### src/rtl/pending_request_queue_if.sv
// pending_request_queue_if: request, encoder-return and issue signals of pending_request_queue.
interface pending_request_queue_if #(parameter int WIDTH = 32);
    localparam int WIDTH_LOG = $clog2(WIDTH);
    logic [WIDTH-1:0]     req_vld;
    logic [WIDTH-1:0]     pnd_vld;
    logic [WIDTH_LOG-1:0] enc_idx;
    logic                 enc_vld;
    logic                 out_vld;
    logic [WIDTH_LOG-1:0] out_idx;
    logic                 out_rdy;
    logic                 ovf;
    logic                 ovf_clr;
    modport slave (
        input  req_vld, enc_idx, enc_vld, out_rdy, ovf_clr,
        output pnd_vld, out_vld, out_idx, ovf
    );
    modport master (
        output req_vld, enc_idx, enc_vld, out_rdy, ovf_clr,
        input  pnd_vld, out_vld, out_idx, ovf
    );
endinterface

### src/rtl/pending_request_queue.sv
// pending_request_queue: sticky request collector feeding a priority encoder,
// issuing one pending index at a time on a registered valid/ready output.
module pending_request_queue #(parameter int WIDTH = 32) (
    input logic clk,
    input logic rst,
    pending_request_queue_if.slave bus
);
    localparam int WIDTH_LOG = $clog2(WIDTH);
    logic [WIDTH-1:0]     r_pnd;
    logic [WIDTH-1:0]     w_clr;
    logic [WIDTH_LOG-1:0] r_out_idx;
    logic                 r_out_vld;
    logic                 r_ovf;
    logic                 w_slot_free;
    logic                 w_load;
    logic                 w_ovf_set;
    assign w_slot_free = !r_out_vld || bus.out_rdy;
    assign w_load      = w_slot_free && bus.enc_vld;
    assign w_clr       = w_load ? (WIDTH'(1) << bus.enc_idx) : '0;
    // a pulse on a line still pending after this cycle's issue is a lost request
    assign w_ovf_set   = |(bus.req_vld & r_pnd & ~w_clr);
    always_ff @(posedge clk or posedge rst) begin
        if (rst) begin
            r_pnd     <= '0;
            r_out_vld <= 1'b0;
            r_out_idx <= '0;
            r_ovf     <= 1'b0;
        end else begin
            r_pnd <= bus.req_vld | (r_pnd & ~w_clr);
            r_ovf <= w_ovf_set || (r_ovf && !bus.ovf_clr);
            if (w_slot_free) r_out_vld <= bus.enc_vld;
            if (w_load) r_out_idx <= bus.enc_idx;
        end
    end
    assign bus.pnd_vld = r_pnd;
    assign bus.out_vld = r_out_vld;
    assign bus.out_idx = r_out_idx;
    assign bus.ovf     = r_ovf;
    a_enc_idx_range: assert property (@(posedge clk) disable iff (rst)
        bus.enc_vld |-> (int'(bus.enc_idx) < WIDTH));
endmodule
### src/flat_wrapper.sv
// flat-port wrapper written by rule: the top's interface ports become plain ports
module pending_request_queue_flat 
#(parameter int WIDTH = 32)
  (clk, rst, bus_req_vld, bus_enc_idx, bus_enc_vld, bus_out_rdy, bus_ovf_clr, bus_pnd_vld, bus_out_vld, bus_out_idx, bus_ovf);
  pending_request_queue_if #(.WIDTH(WIDTH)) bus_i ();
  input logic clk;
  input logic rst;
  input wire logic [$bits(bus_i.req_vld)-1:0] bus_req_vld;
  input wire logic [$bits(bus_i.enc_idx)-1:0] bus_enc_idx;
  input wire logic [$bits(bus_i.enc_vld)-1:0] bus_enc_vld;
  input wire logic [$bits(bus_i.out_rdy)-1:0] bus_out_rdy;
  input wire logic [$bits(bus_i.ovf_clr)-1:0] bus_ovf_clr;
  output wire logic [$bits(bus_i.pnd_vld)-1:0] bus_pnd_vld;
  output wire logic [$bits(bus_i.out_vld)-1:0] bus_out_vld;
  output wire logic [$bits(bus_i.out_idx)-1:0] bus_out_idx;
  output wire logic [$bits(bus_i.ovf)-1:0] bus_ovf;
  assign bus_i.req_vld = bus_req_vld;
  assign bus_i.enc_idx = bus_enc_idx;
  assign bus_i.enc_vld = bus_enc_vld;
  assign bus_i.out_rdy = bus_out_rdy;
  assign bus_i.ovf_clr = bus_ovf_clr;
  assign bus_pnd_vld = bus_i.pnd_vld;
  assign bus_out_vld = bus_i.out_vld;
  assign bus_out_idx = bus_i.out_idx;
  assign bus_ovf = bus_i.ovf;
  pending_request_queue #(.WIDTH(WIDTH)) u_core (.clk(clk), .rst(rst), .bus(bus_i));
endmodule
### config.mk
export PLATFORM = sky130hd
export DESIGN_NAME = pending_request_queue_flat
export DESIGN_NICKNAME = d
export VERILOG_FILES = /design/src/rtl/pending_request_queue_if.sv /design/src/rtl/pending_request_queue.sv /design/src/flat_wrapper.sv
export SDC_FILE = /design/constraint.sdc
export NUM_CORES = 1
export LEC_CHECK = 0
export ABC_CLOCK_PERIOD_IN_PS = 1800
export BUFFER_PORTS_ARGS = -buffer_cell sky130_fd_sc_hd__clkbuf_2
export CAP_MARGIN = 25
export CORE_MARGIN = 10
export CORE_UTILIZATION = 43
export DETAILED_ROUTE_END_ITERATION = 7
export PLACE_DENSITY = 0.76
export SLEW_MARGIN = 25
export SYNTH_ARGS = -nofsm -noshare
export SYNTH_HDL_FRONTEND = slang
export SYNTH_SLANG_ARGS = --single-unit
### constraint.sdc
create_clock -name clk -period 1.8 [get_ports clk]
set_input_delay 0.09 -clock clk [delete_from_list [all_inputs] [get_ports clk]]
set_output_delay 0.09 -clock clk [all_outputs]
set_load 0.01 [all_outputs]
# --- Word-level counts from Yosys, hierarchy flattened ---
# Index checks and enable logic that the tools add are counted.
op_classes:
  addsub: 0
  multipliers: 0
  div_mod_pow: 0
  order_cmp: 0
  eq_ne: 0
  shift: 1
  muxes: 1
  bitwise_logic: 5
  reduce_logical: 7
ops:
  columns: ["op", "n"]
  rows:
  - ["$and 32x32->32", 3]
  - ["$mux 32", 1]
  - ["$not 32->32", 1]
  - ["$or 32x32->32", 1]
  - ["$reduce_or 32->1", 1]
  - ["$shl 1x5->32 const A", 1]
  - ["$logic_and 1x1->1", 2]
  - ["$logic_not 1->1", 2]
  - ["$logic_or 1x1->1", 2]
word_totals:
  register_bits: 39
  latch_bits: 0
  ram_bits: 0
  romBits: 0
  in_bits: 42
  out_inout_bits: 39
  word_cells: 18
  memories: 0

# --- Logic depth before layout (Yosys ltp) ---
# Gate-level depths: netlist of run 1.
depth:
  word_depth: 8
  depth_mapped: 7
  ltp_nobuf: 5

# --- Worst setup path after synthesis of run 1 ---
# Ideal clock, no wire load.
synth_path:
  kind: "register -> register"
  from: "register u_core.r_out_vld, in the netlist u_core.bus.out_vld"
  to: "register u_core.r_ovf, in the netlist u_core.bus.ovf"
  arrival_ns: 1.682
  setup_slack_ns: -0.018
  path_stages_with_launch: 7
  path_buffers: 1
  synth_period_minus_slack_ns: 1.818
  path_cell_list: "dfrtp_1 nor2b_2 clkbuf_1 or3_1 a32o_1 nor4_1 nand3_1"
synth_via:
  elab_chain_len: 8
synth_lines:
  columns: ["item", "line_no", "source"]
  rows:
  - ["start, declared", "pending_request_queue.sv:12", "logic r_out_vld;"]
  - ["start signal, assigned", "pending_request_queue.sv:31", "if (w_slot_free) r_out_vld <= bus.enc_vld;"]
  - ["$logic_not 1->1", "pending_request_queue.sv:17", "assign w_slot_free = !r_out_vld || bus.out_rdy;"]
  - ["$logic_or 1x1->1", "pending_request_queue.sv:17", null]
  - ["$logic_and 1x1->1", "pending_request_queue.sv:18", "assign w_load = w_slot_free && bus.enc_vld;"]
  - ["$mux 32", "pending_request_queue.sv:19", "assign w_clr = w_load ? (WIDTH'(1) << bus.enc_idx) : '0;"]
  - ["$not 32->32", "pending_request_queue.sv:21", "assign w_ovf_set = |(bus.req_vld & r_pnd & ~w_clr);"]
  - ["$and 32x32->32", "pending_request_queue.sv:21", null]
  - ["$reduce_or 32->1", "pending_request_queue.sv:21", null]
  - ["$logic_or 1x1->1", "pending_request_queue.sv:30", "r_ovf <= w_ovf_set || (r_ovf && !bus.ovf_clr);"]
  - ["end signal, assigned", "pending_request_queue.sv:30", null]
  - ["end, declared", "pending_request_queue.sv:13", "logic r_ovf;"]
# Every way passes these cells.
# A chain may end at the register's enable or synchronous reset.

# --- Worst setup path in the final report of run 1 ---
# Same ends and word-level chain as after synthesis.

==> metrics, run 1 <==
status finished, final reports clean; Routed WL per cell ~19 um; vias in the first global route 2077; H-tree level count 2; synthesized area 1990 sq um; Max Fclk 587 MHz; Die Height between 80 and 90 um; RSZ-0062 raised after global routing false; gr usage total about 17%; post-route setup slack 0.0969 ns; num rows 24; TritonRoute pass-1 iters 4; final WL 6.41 mm; CP arrival 1.87 ns; Iteration-0 DRC Markers 147; CTS tree built; Async S/R FF share, synth 100%; DRC viols 0; n_diodes 0; DP Cell Count 331; Area Overhead vs Synth 33.7%; Core Footprint 4410 sq um; via count 1961; EDFF count, synth 0; initial antenna violation count 0; Final Util 60.3%; Die ar. 7750 sq um; Root Buffer clkbuf_8; # clock sinks 39; worst slew pin tran 0.505 ns; startpoint types flip-flop; Min-Delay Path Class input port to flip-flop; flops & latches, synth 39; Setup crit end kind flip-flop; Post-Syn Instances 192; share of cells above drive strength 1 about two fifths; Critical Path, Cell by Cell nor2b_4, buf_4, o311ai_0, nand2_1, nor4_2, nand3_1; CP max stage delay around 0.38 ns; Synth area leaders dfrtp_1 49%, nand2b_1 10%, o311ai_0 9.7%; Synth Net Count ~230; total grt overflow 0; WHS around 0.0013 ns; clk slew on worst S/H paths 0.07 ns; antenna-violating nets left 0; Synth top area share 49.0%; fin crit share between 90 and 100%; number of I/O port buffers 80; most numerous cell in the Yosys netlist dfrtp_1; Leakage 1.07 nW; yosys warns 0; maximum VDD drop 0.496 mV; post-CTS setup buffers 0; largest net degree at the start of global routing 40; first-pass GRT wire length between 10 and 15 mm; time the worst path needs with I/O delays and setup 1.70 ns; Boundary Pins 81; final setup fails 0; sequential cell area fraction in the yosys report 49.0%; Longest Clk Path Bufs 2; Final HPWL DP 5.06 mm; pre-CTS setup slack -0.0830 ns; GPL Wtd Cong 0.861; CP required between 1.5 and 2 ns; Initial Util between 40% and 50%; post-synth top area cell dfrtp_1; top_reg_cell synth dfrtp_1; worst setup path class flip-flop to flip-flop; Die W ~88 um; Max Slew Vio Count 0; Layout Nets 330; clock skew 0.00390 ns; Cell Count, Final, Fillers Out 339; Skew-Pair Late Insertion Delay 0.29 ns; cts bufs inserted 5; Slew HR about two thirds; final hold vios 0; Via density approximately 5.8; Fin Setup TNS 0 ns; syn avg cell area just over 10 sq um; max cap viols 0; Crit-path slowest cell dfrtp_1; worst-path maximum fanout 10; P per Cell Area ~660 nW/um^2; Yosys cell types 31; commonest cells in the netlist 39 x dfrtp_1, 32 x nand2b_1, 29 x o21ai_0, 22 x o311ai_0, 10 x nand2_1
==> what timing repair did <==
action	4_1_cts	5_1_grt
pin swaps	1	3
endpoints found under the setup margin	1	1
resized for setup	4	10
hold buffers	2	0
endpoints found under the hold margin	40	0
==> worst paths after layout <==
path	startpoint	end	slack [ns]	cells past startpoint
max in group asynchronous	rst	u_core.bus.ovf	0.99	4
max	u_core.bus.out_vld	u_core.bus.ovf	0.1	6
min reg2reg	u_core.bus.out_idx[2]	u_core.bus.out_idx[2]	0.51	1
min in group asynchronous	rst	u_core.bus.pnd_vld[31]	0.45	4
max reg2reg	u_core.bus.out_vld	u_core.bus.ovf	0.1	6
min	bus_req_vld[24]	u_core.bus.pnd_vld[24]	0.001	2
==> cell families (layout without fill, tap and decap cells) <==
group | after synthesis | count (layout) | synth area share, %
AO/OA/AOI/OAI | 63 | 63 | 22.1
buffers and inverters | 14 | 109 | 3.33
flip-flops | 39 | 39 | 49.0
multiplexers | 5 | 5 | 2.83
AND/OR/NAND/NOR | 71 | 71 | 22.7
==> metal layers <==
metal	global-route usage (%)	wire length, um	vias up
met3	7.52	736	2
met1	20.4	2560	952
met4	2.57	21	0
li1	-	-	931
met2	27.7	3090	76
met5	0	0	-
==> cell usage in the layout, fill, tap and decap left out, types with 2 or more instances in the layout <==
master | netlist | layout
clkbuf_2 | 0 | 80
dfrtp_1 | 39 | 39
nand2b_1 | 32 | 32
o21ai_0 | 29 | 29
buf_4 | 1 | 16
o311ai_0 | 22 | 14
nand2_1 | 10 | 10
o311ai_1 | 2 | 10
nand4_1 | 5 | 5
mux2_2 | 5 | 5
clkbuf_8 | 0 | 5
or2_2 | 4 | 4
inv_1 | 4 | 4
nand4b_1 | 3 | 3
nand4bb_1 | 3 | 3
o22ai_1 | 3 | 3
o21bai_1 | 2 | 2
nand3_1 | 2 | 2
nor4_1 | 3 | 2
nor4b_1 | 2 | 2
dlygate4sd3_1 | 0 | 2
==> where the power goes <==
part           switching [mW]  internal (mW)
registers              0.0149          0.901
clock network           0.285          0.258
logic                   0.162          0.139
total                   0.462           1.30
==> through the flow <==
stage	area [sq um]	total power [mW]
floorplan	1990	1.08
global placement	2540	1.21
detailed placement	2540	1.22
CTS	2650	1.77
global route	2660	1.84
finish	2660	1.76
==> worst max-delay path: cells and delay by family, from the launching register on <==
kind                   cells  cell delay [ns]
AO/OA/AOI/OAI              1             0.36
buffers and inverters      1             0.17
flip-flops                 1             0.38
AND/OR/NAND/NOR            4             0.66
==> area by class of cell <==
type | instances | area [sq um]
fillers | 396 | 1750
flip-flops and latches | 39 | 976
multi-input cells | 139 | 972
repair buffers | 99 | 561
clock buffers | 6 | 72.6
well taps | 52 | 65.1
inverters | 4 | 15.0
==> state kept, by name (all words and copies together) (netlist names) <==
register            count
u_core.bus.pnd_vld     32
u_core.bus.out_idx      5
u_core.bus.out_vld      1
u_core.bus.ovf          1
(Power assumes the default switching activity.)
==> inputs of run 2 (changes only) <==
--- a/config.mk
+++ b/config.mk
@@ -8,7 +8,7 @@
 export ABC_CLOCK_PERIOD_IN_PS = 1800
 export BUFFER_PORTS_ARGS = -buffer_cell sky130_fd_sc_hd__clkbuf_2
 export CAP_MARGIN = 25
-export CORE_MARGIN = 10
+export CORE_MARGIN = 5
 export CORE_UTILIZATION = 43
 export DETAILED_ROUTE_END_ITERATION = 7
 export PLACE_DENSITY = 0.76
==> constraint.sdc (replaced) <==
create_clock -name clk -period 1.8 [get_ports clk]
set_input_delay 0.09 -clock clk [delete_from_list [all_inputs] [get_ports clk]]
set_output_delay 0.09 -clock clk [all_outputs]
set_load 0.02 [all_outputs]
==> metrics, run 2 (synthesized netlist as in run 1, its figures left out) <==
status finished, final reports clean (unchanged); Core Footprint 4410 sq um (unchanged); hold path start bus_req_vld[8] (was bus_req_vld[24]); Area Overhead vs Synth 32.4% (was 33.7%); Max Fclk 592 MHz (was 587 MHz); cell area after layout 2640 sq um (was 2660 sq um); multi-input logic area 975 sq um (was 972 sq um); final WL 5.92 mm (was 6.41 mm); Critical Path, Cell by Cell nor2b_4, or3_1, a32o_1, nor4_2, nand3_1 (was nor2b_4, buf_4, o311ai_0, nand2_1, nor4_2, nand3_1); Iteration-0 DRC Markers 210 (was 147); n_diodes 0 (unchanged); maximum VDD drop 0.389 mV (was 0.496 mV); clock skew 0.00627 ns (was 0.00390 ns); worst setup path class flip-flop to flip-flop (unchanged); Slew HR 66.5% (was 66.3%); clk slew on worst S/H paths 0.08 ns (was 0.07 ns); post-CTS setup buffers 0 (unchanged); number of I/O port buffers 80 (unchanged); Skew-Pair Late Insertion Delay 0.29 ns (about the same); Boundary Pins 81 (unchanged); DP Area 2490 sq um (was 2540 sq um); Final Power 1.79 mW (was 1.76 mW); total grt overflow 0 (unchanged); Min-Delay Path Class input port to flip-flop (unchanged); TritonRoute pass-1 iters 4 (unchanged); Layout Nets 325 (was 330); Max Slew Vio Count 0 (unchanged); Longest Clk Path Bufs 2 (unchanged); Hold Path Stages 2 (unchanged); num rows 24 (unchanged); Buf+Inv Stages, Crit Path 0 (was 1); worst slew pin tran 0.503 ns (was 0.505 ns); fin crit share 93.8% (was 94.6%); largest net degree at the start of global routing 40 (unchanged); CTS tree built (unchanged); Via density 5.74 (was 5.78); Filler Cell Count 388 (was 396); worst r2r src u_core.bus.out_vld (unchanged); CP required 1.97 ns (was 1.96 ns); GPL Wtd Cong 0.874 (was 0.861); hold endpoint u_core.bus.pnd_vld[8] (was u_core.bus.pnd_vld[24]); Reg2Reg Depth 5 (was 6); Leakage 1.05 nW (was 1.07 nW); # clock sinks 39 (unchanged); Crit-path slowest cell dfrtp_2 (was dfrtp_1); Final HPWL DP 4.47 mm (was 5.06 mm); via count 1929 (was 1961); H-tree level count 2 (unchanged); CP max stage delay 0.42 ns (was 0.38 ns); RR Endpoint u_core.bus.ovf (unchanged); commonest non-fill, non-tap cells in the layout 80 x clkbuf_2, 38 x dfrtp_1, 32 x nand2b_1 (was 80 x clkbuf_2, 39 x dfrtp_1, 32 x nand2b_1); Die ar. 6090 sq um (was 7750 sq um); worst-path maximum fanout 13 (was 10); max cap viols 0 (unchanged); gr usage total 19.5% (was 16.9%); Initial Util 45.1% (unchanged); leading cell type in the layout, fill and taps excluded clkbuf_2 (unchanged); Worst path top cell family by delay simple AND/OR/NAND/NOR gates (unchanged); antenna-violating nets left 0 (unchanged); Setup crit end kind flip-flop (unchanged); initial antenna violation count 0 (unchanged); cts bufs inserted 5 (unchanged); final hold vios 0 (unchanged); Routed WL per cell 17.6 um (was 18.9 um); Die W 78.0 um (was 88.0 um); Die Height 78.0 um (was 88.0 um); Root Buffer clkbuf_8 (unchanged); register area 977 sq um (was 976 sq um); final setup fails 0 (unchanged); CP arrival 1.86 ns (was 1.87 ns); RSZ-0062 raised after global routing false (unchanged); DRC viols 0 (unchanged); P per Cell Area 681 nW/um^2 (was 661 nW/um^2); share of cells above drive strength 1 39.8% (was 40.8%); vias in the first global route 1961 (was 2077); first-pass GRT wire length 9.72 mm (was 10.5 mm); R2R Setup Slk 0.11 ns (was 0.1 ns); Fin Setup TNS 0 ns (unchanged); startpoint types flip-flop (unchanged); Largest register FFs 32 (unchanged); time the worst path needs with I/O delays and setup 1.69 ns (was 1.70 ns)
## run 2: cell types whose count changed in the layout (fill, tap and decap cells not counted), moves of 2 or more
cell | before | now
clkinv_2 | 0 | 3
a2111oi_0 | 0 | 2
dlygate4sd3_1 | 2 | 4
buf_4 | 16 | 8
o311ai_0 | 14 | 18
o311ai_1 | 10 | 6
## run 2: worst max-delay path by stage
stage,end,depth (start not counted),start,slack [ns]
floorplan,u_core.bus.ovf,6,u_core.bus.out_vld,0.02
global placement,u_core.bus.ovf,5,u_core.bus.out_vld,0.09
detailed placement,u_core.bus.ovf,6,u_core.bus.out_vld,0.06
CTS,u_core.bus.ovf,6,u_core.bus.out_vld,0.06
global route,u_core.bus.ovf,5,u_core.bus.out_vld,0.003
finish,u_core.bus.ovf,5,u_core.bus.out_vld,0.11
## run 2: timing repair
item	4_1_cts	5_1_grt
endpoints found under the hold margin	42	0
gates resized for setup	0	6
hold buffers	4	0
setup endpoints to repair	0	1
## run 2: power by group
part / internal (mW) / leakage (nW) / switching [mW]
combinational: 0.131 / 0.641 / 0.176
clock: 0.265 / 0.0477 / 0.307
sequential: 0.901 / 0.359 / 0.0147
## run 2: cell type report
| class | instances | share of cell area [%] |
|---|---|---|
| clock inverter | 3 | 0.570 |
| timing repair buffer | 93 | 19.7 |
| inverter | 4 | 0.570 |
| clock buffer | 5 | 2.61 |
| sequential | 39 | 37.1 |
| tap | 52 | 2.47 |
| multi-input combinational | 140 | 37.0 |
## run 2: layer usage
layer	share of wire (%)	global-route usage [%]
met5	0	0
met4	0.78	4.22
met3	6.7	4.46
met2	49	30.9
met1	44	27.3
## run 2: metrics by stage
step                cells  hold slack (ns)  utilization, %  setup WS [ns]
floorplan             192            0.182               -         0.0151
global placement      323            0.209            56.4         0.0925
detailed placement    323            0.215            56.4         0.0575
CTS                   335         0.000294            59.2         0.0616
global route          336         0.000143            59.7        0.00327
finish                336          0.00381            59.7          0.112
==> inputs of run 3 (changes only) <==
--- a/config.mk
+++ b/config.mk
@@ -11,7 +11,7 @@
 export CORE_MARGIN = 5
 export CORE_UTILIZATION = 43
 export DETAILED_ROUTE_END_ITERATION = 7
-export PLACE_DENSITY = 0.76
+export PLACE_DENSITY = 0.78
 export SLEW_MARGIN = 25
 export SYNTH_ARGS = -nofsm -noshare
 export SYNTH_HDL_FRONTEND = slang
==> metrics, run 3 (synthesized netlist as in run 1, its figures left out) <==
Final HPWL DP 4.58 mm (was 4.47 mm); Buf+Inv Stages, Crit Path 0 (unchanged); Area Overhead vs Synth 38.5% (was 32.4%); # clock sinks 39 (unchanged); RR Endpoint u_core.bus.ovf (unchanged); maximum VDD drop 0.474 mV (was 0.389 mV); Slew HR 66.4% (was 66.5%); Max Slew Vio Count 0 (unchanged); WP depth 5 (unchanged); CTS tree built (unchanged); clk slew on worst S/H paths 0.08 ns (about the same); RSZ-0062 raised after global routing true (was false); cts bufs inserted 5 (unchanged); share of cells above drive strength 1 38.8% (was 39.8%); Routed WL per cell 18.6 um (was 17.6 um); post-route setup slack 0.0905 ns (was 0.112 ns); pre-CTS setup slack 0.0274 ns (was 0.0575 ns); Longest Clk Path Bufs 2 (unchanged); P per Cell Area 734 nW/um^2 (was 681 nW/um^2); commonest non-fill, non-tap cells in the layout 80 x clkbuf_2, 38 x dfrtp_1, 32 x nand2b_1 (unchanged); CP arrival 1.90 ns (was 1.86 ns); Core Footprint 4410 sq um (unchanged); CP required 1.99 ns (was 1.97 ns); Largest register FFs 32 (unchanged); worst setup path end u_core.bus.ovf (unchanged); largest net degree at the start of global routing 40 (unchanged); number of I/O port buffers 80 (unchanged); Leakage 1.09 nW (was 1.05 nW); Initial Util 45.1% (unchanged); Reg2Reg Depth 5 (unchanged); worst slew pin tran 0.505 ns (was 0.503 ns); Min-Delay Path Class input port to flip-flop (unchanged); first-pass GRT wire length 10.3 mm (was 9.72 mm); DRC viols 0 (unchanged); n_diodes 0 (unchanged); Final Util 62.5% (was 59.7%); final setup fails 0 (unchanged); num rows 24 (unchanged); final WL 6.40 mm (was 5.92 mm); post-CTS setup buffers 0 (unchanged); Critical Path, Cell by Cell nor2b_4, or3_4, a32o_1, nor4_2, nand3_1 (was nor2b_4, or3_1, a32o_1, nor4_2, nand3_1); H-tree level count 2 (unchanged); initial antenna violation count 0 (unchanged); clock skew 0.0112 ns (was 0.00627 ns); Layout Nets 332 (was 325); Iteration-0 DRC Markers 191 (was 210); gr usage total 20.9% (was 19.5%); TritonRoute pass-1 iters 5 (was 4); max cap viols 0 (unchanged); Boundary Pins 81 (unchanged); via count 2037 (was 1929); leading cell type in the layout, fill and taps excluded clkbuf_2 (unchanged); failing checks negative hold slack; Critical Path Start u_core.bus.out_vld (unchanged); startpoint types flip-flop (unchanged); Skew-Pair Late Insertion Delay 0.30 ns (was 0.29 ns); GPL Wtd Cong 0.888 (was 0.874); Crit-path slowest cell dfrtp_2 (unchanged); Via density 5.94 (was 5.74); vias in the first global route 2065 (was 1961); final hold vios 1 (was 0); fin crit share 95.0% (was 93.8%); worst setup path class flip-flop to flip-flop (unchanged); R2R Setup Slk 0.09 ns (was 0.11 ns); Max Fclk 585 MHz (was 592 MHz); Die ar. 6090 sq um (unchanged); CP max stage delay 0.43 ns (was 0.42 ns); Die Height 78.0 um (unchanged); WHS -0.00233 ns (was 0.00381 ns); Die W 78.0 um (unchanged); worst r2r src u_core.bus.out_vld (unchanged); total grt overflow 0 (unchanged); worst-path maximum fanout 13 (unchanged); status finished with violations (was finished, final reports clean); Setup crit end kind flip-flop (unchanged); Worst path top cell family by delay simple AND/OR/NAND/NOR gates (unchanged); Root Buffer clkbuf_8 (unchanged); antenna-violating nets left 0 (unchanged); time the worst path needs with I/O delays and setup 1.71 ns (was 1.69 ns)
==> run 3: repair_timing <==
action | 4_1_cts | 5_1_grt
hold buffers | 13 | 0
setup endpoints to repair | 0 | 8
resized for setup | 0 | 10
endpoints found under the hold margin | 51 | 0
==> run 3: stage by stage <==
| stage | TNS (ns) | hold slack, ns | area, sq um | std cells | power (mW) |
|---|---|---|---|---|---|
| after floorplan | 0 | 0.182 | 2000 | 192 | 1.10 |
| after global placement | 0 | 0.210 | 2480 | 321 | 1.22 |
| after detailed placement | 0 | 0.219 | 2480 | 321 | 1.23 |
| after CTS | 0 | 0.000342 | 2720 | 342 | 2.01 |
| after global routing | -0.0523 | 0.00817 | 2760 | 343 | 2.09 |
| final | 0 | -0.00233 | 2760 | 343 | 2.02 |
==> run 3: how the worst min path moves through the flow <==
stage,start,endpoint,slack (ns),depth (start not counted)
floorplan,bus_req_vld[16],u_core.bus.pnd_vld[16],0.18,1
global placement,rst,u_core.bus.out_idx[0],0.21,3
detailed placement,rst,u_core.bus.pnd_vld[30],0.22,3
CTS,bus_req_vld[8],u_core.bus.pnd_vld[8],0.0003,2
global route,bus_req_vld[17],u_core.bus.pnd_vld[17],0.008,2
finish,bus_req_vld[26],u_core.bus.pnd_vld[26],-0.002,2
==> run 3: power by group <==
part | internal [mW] | leakage (nW) | switching (mW)
Sequential | 0.901 | 0.359 | 0.0160
Combinational | 0.143 | 0.672 | 0.185
Clock | 0.449 | 0.0612 | 0.331
Total | 1.49 | 1.09 | 0.531
==> run 3: area by class of cell <==
type	count	area, sq um
clock inverters	2	35.0
clock buffers	6	82.6
multi-input cells	140	987
inverters	4	15.0
repair buffers	100	596
flip-flops and latches	39	977
well taps	52	65.1
fillers	377	1660
==> run 3: layer usage <==
layer  global-route usage (%)  vias up  routed length, um
li1                         -      934                  -
met1                     27.6      982               2640
met2                     34.6      110               3140
met3                     4.12       11                502
met4                     6.42        0                113
met5                        0        -                  0
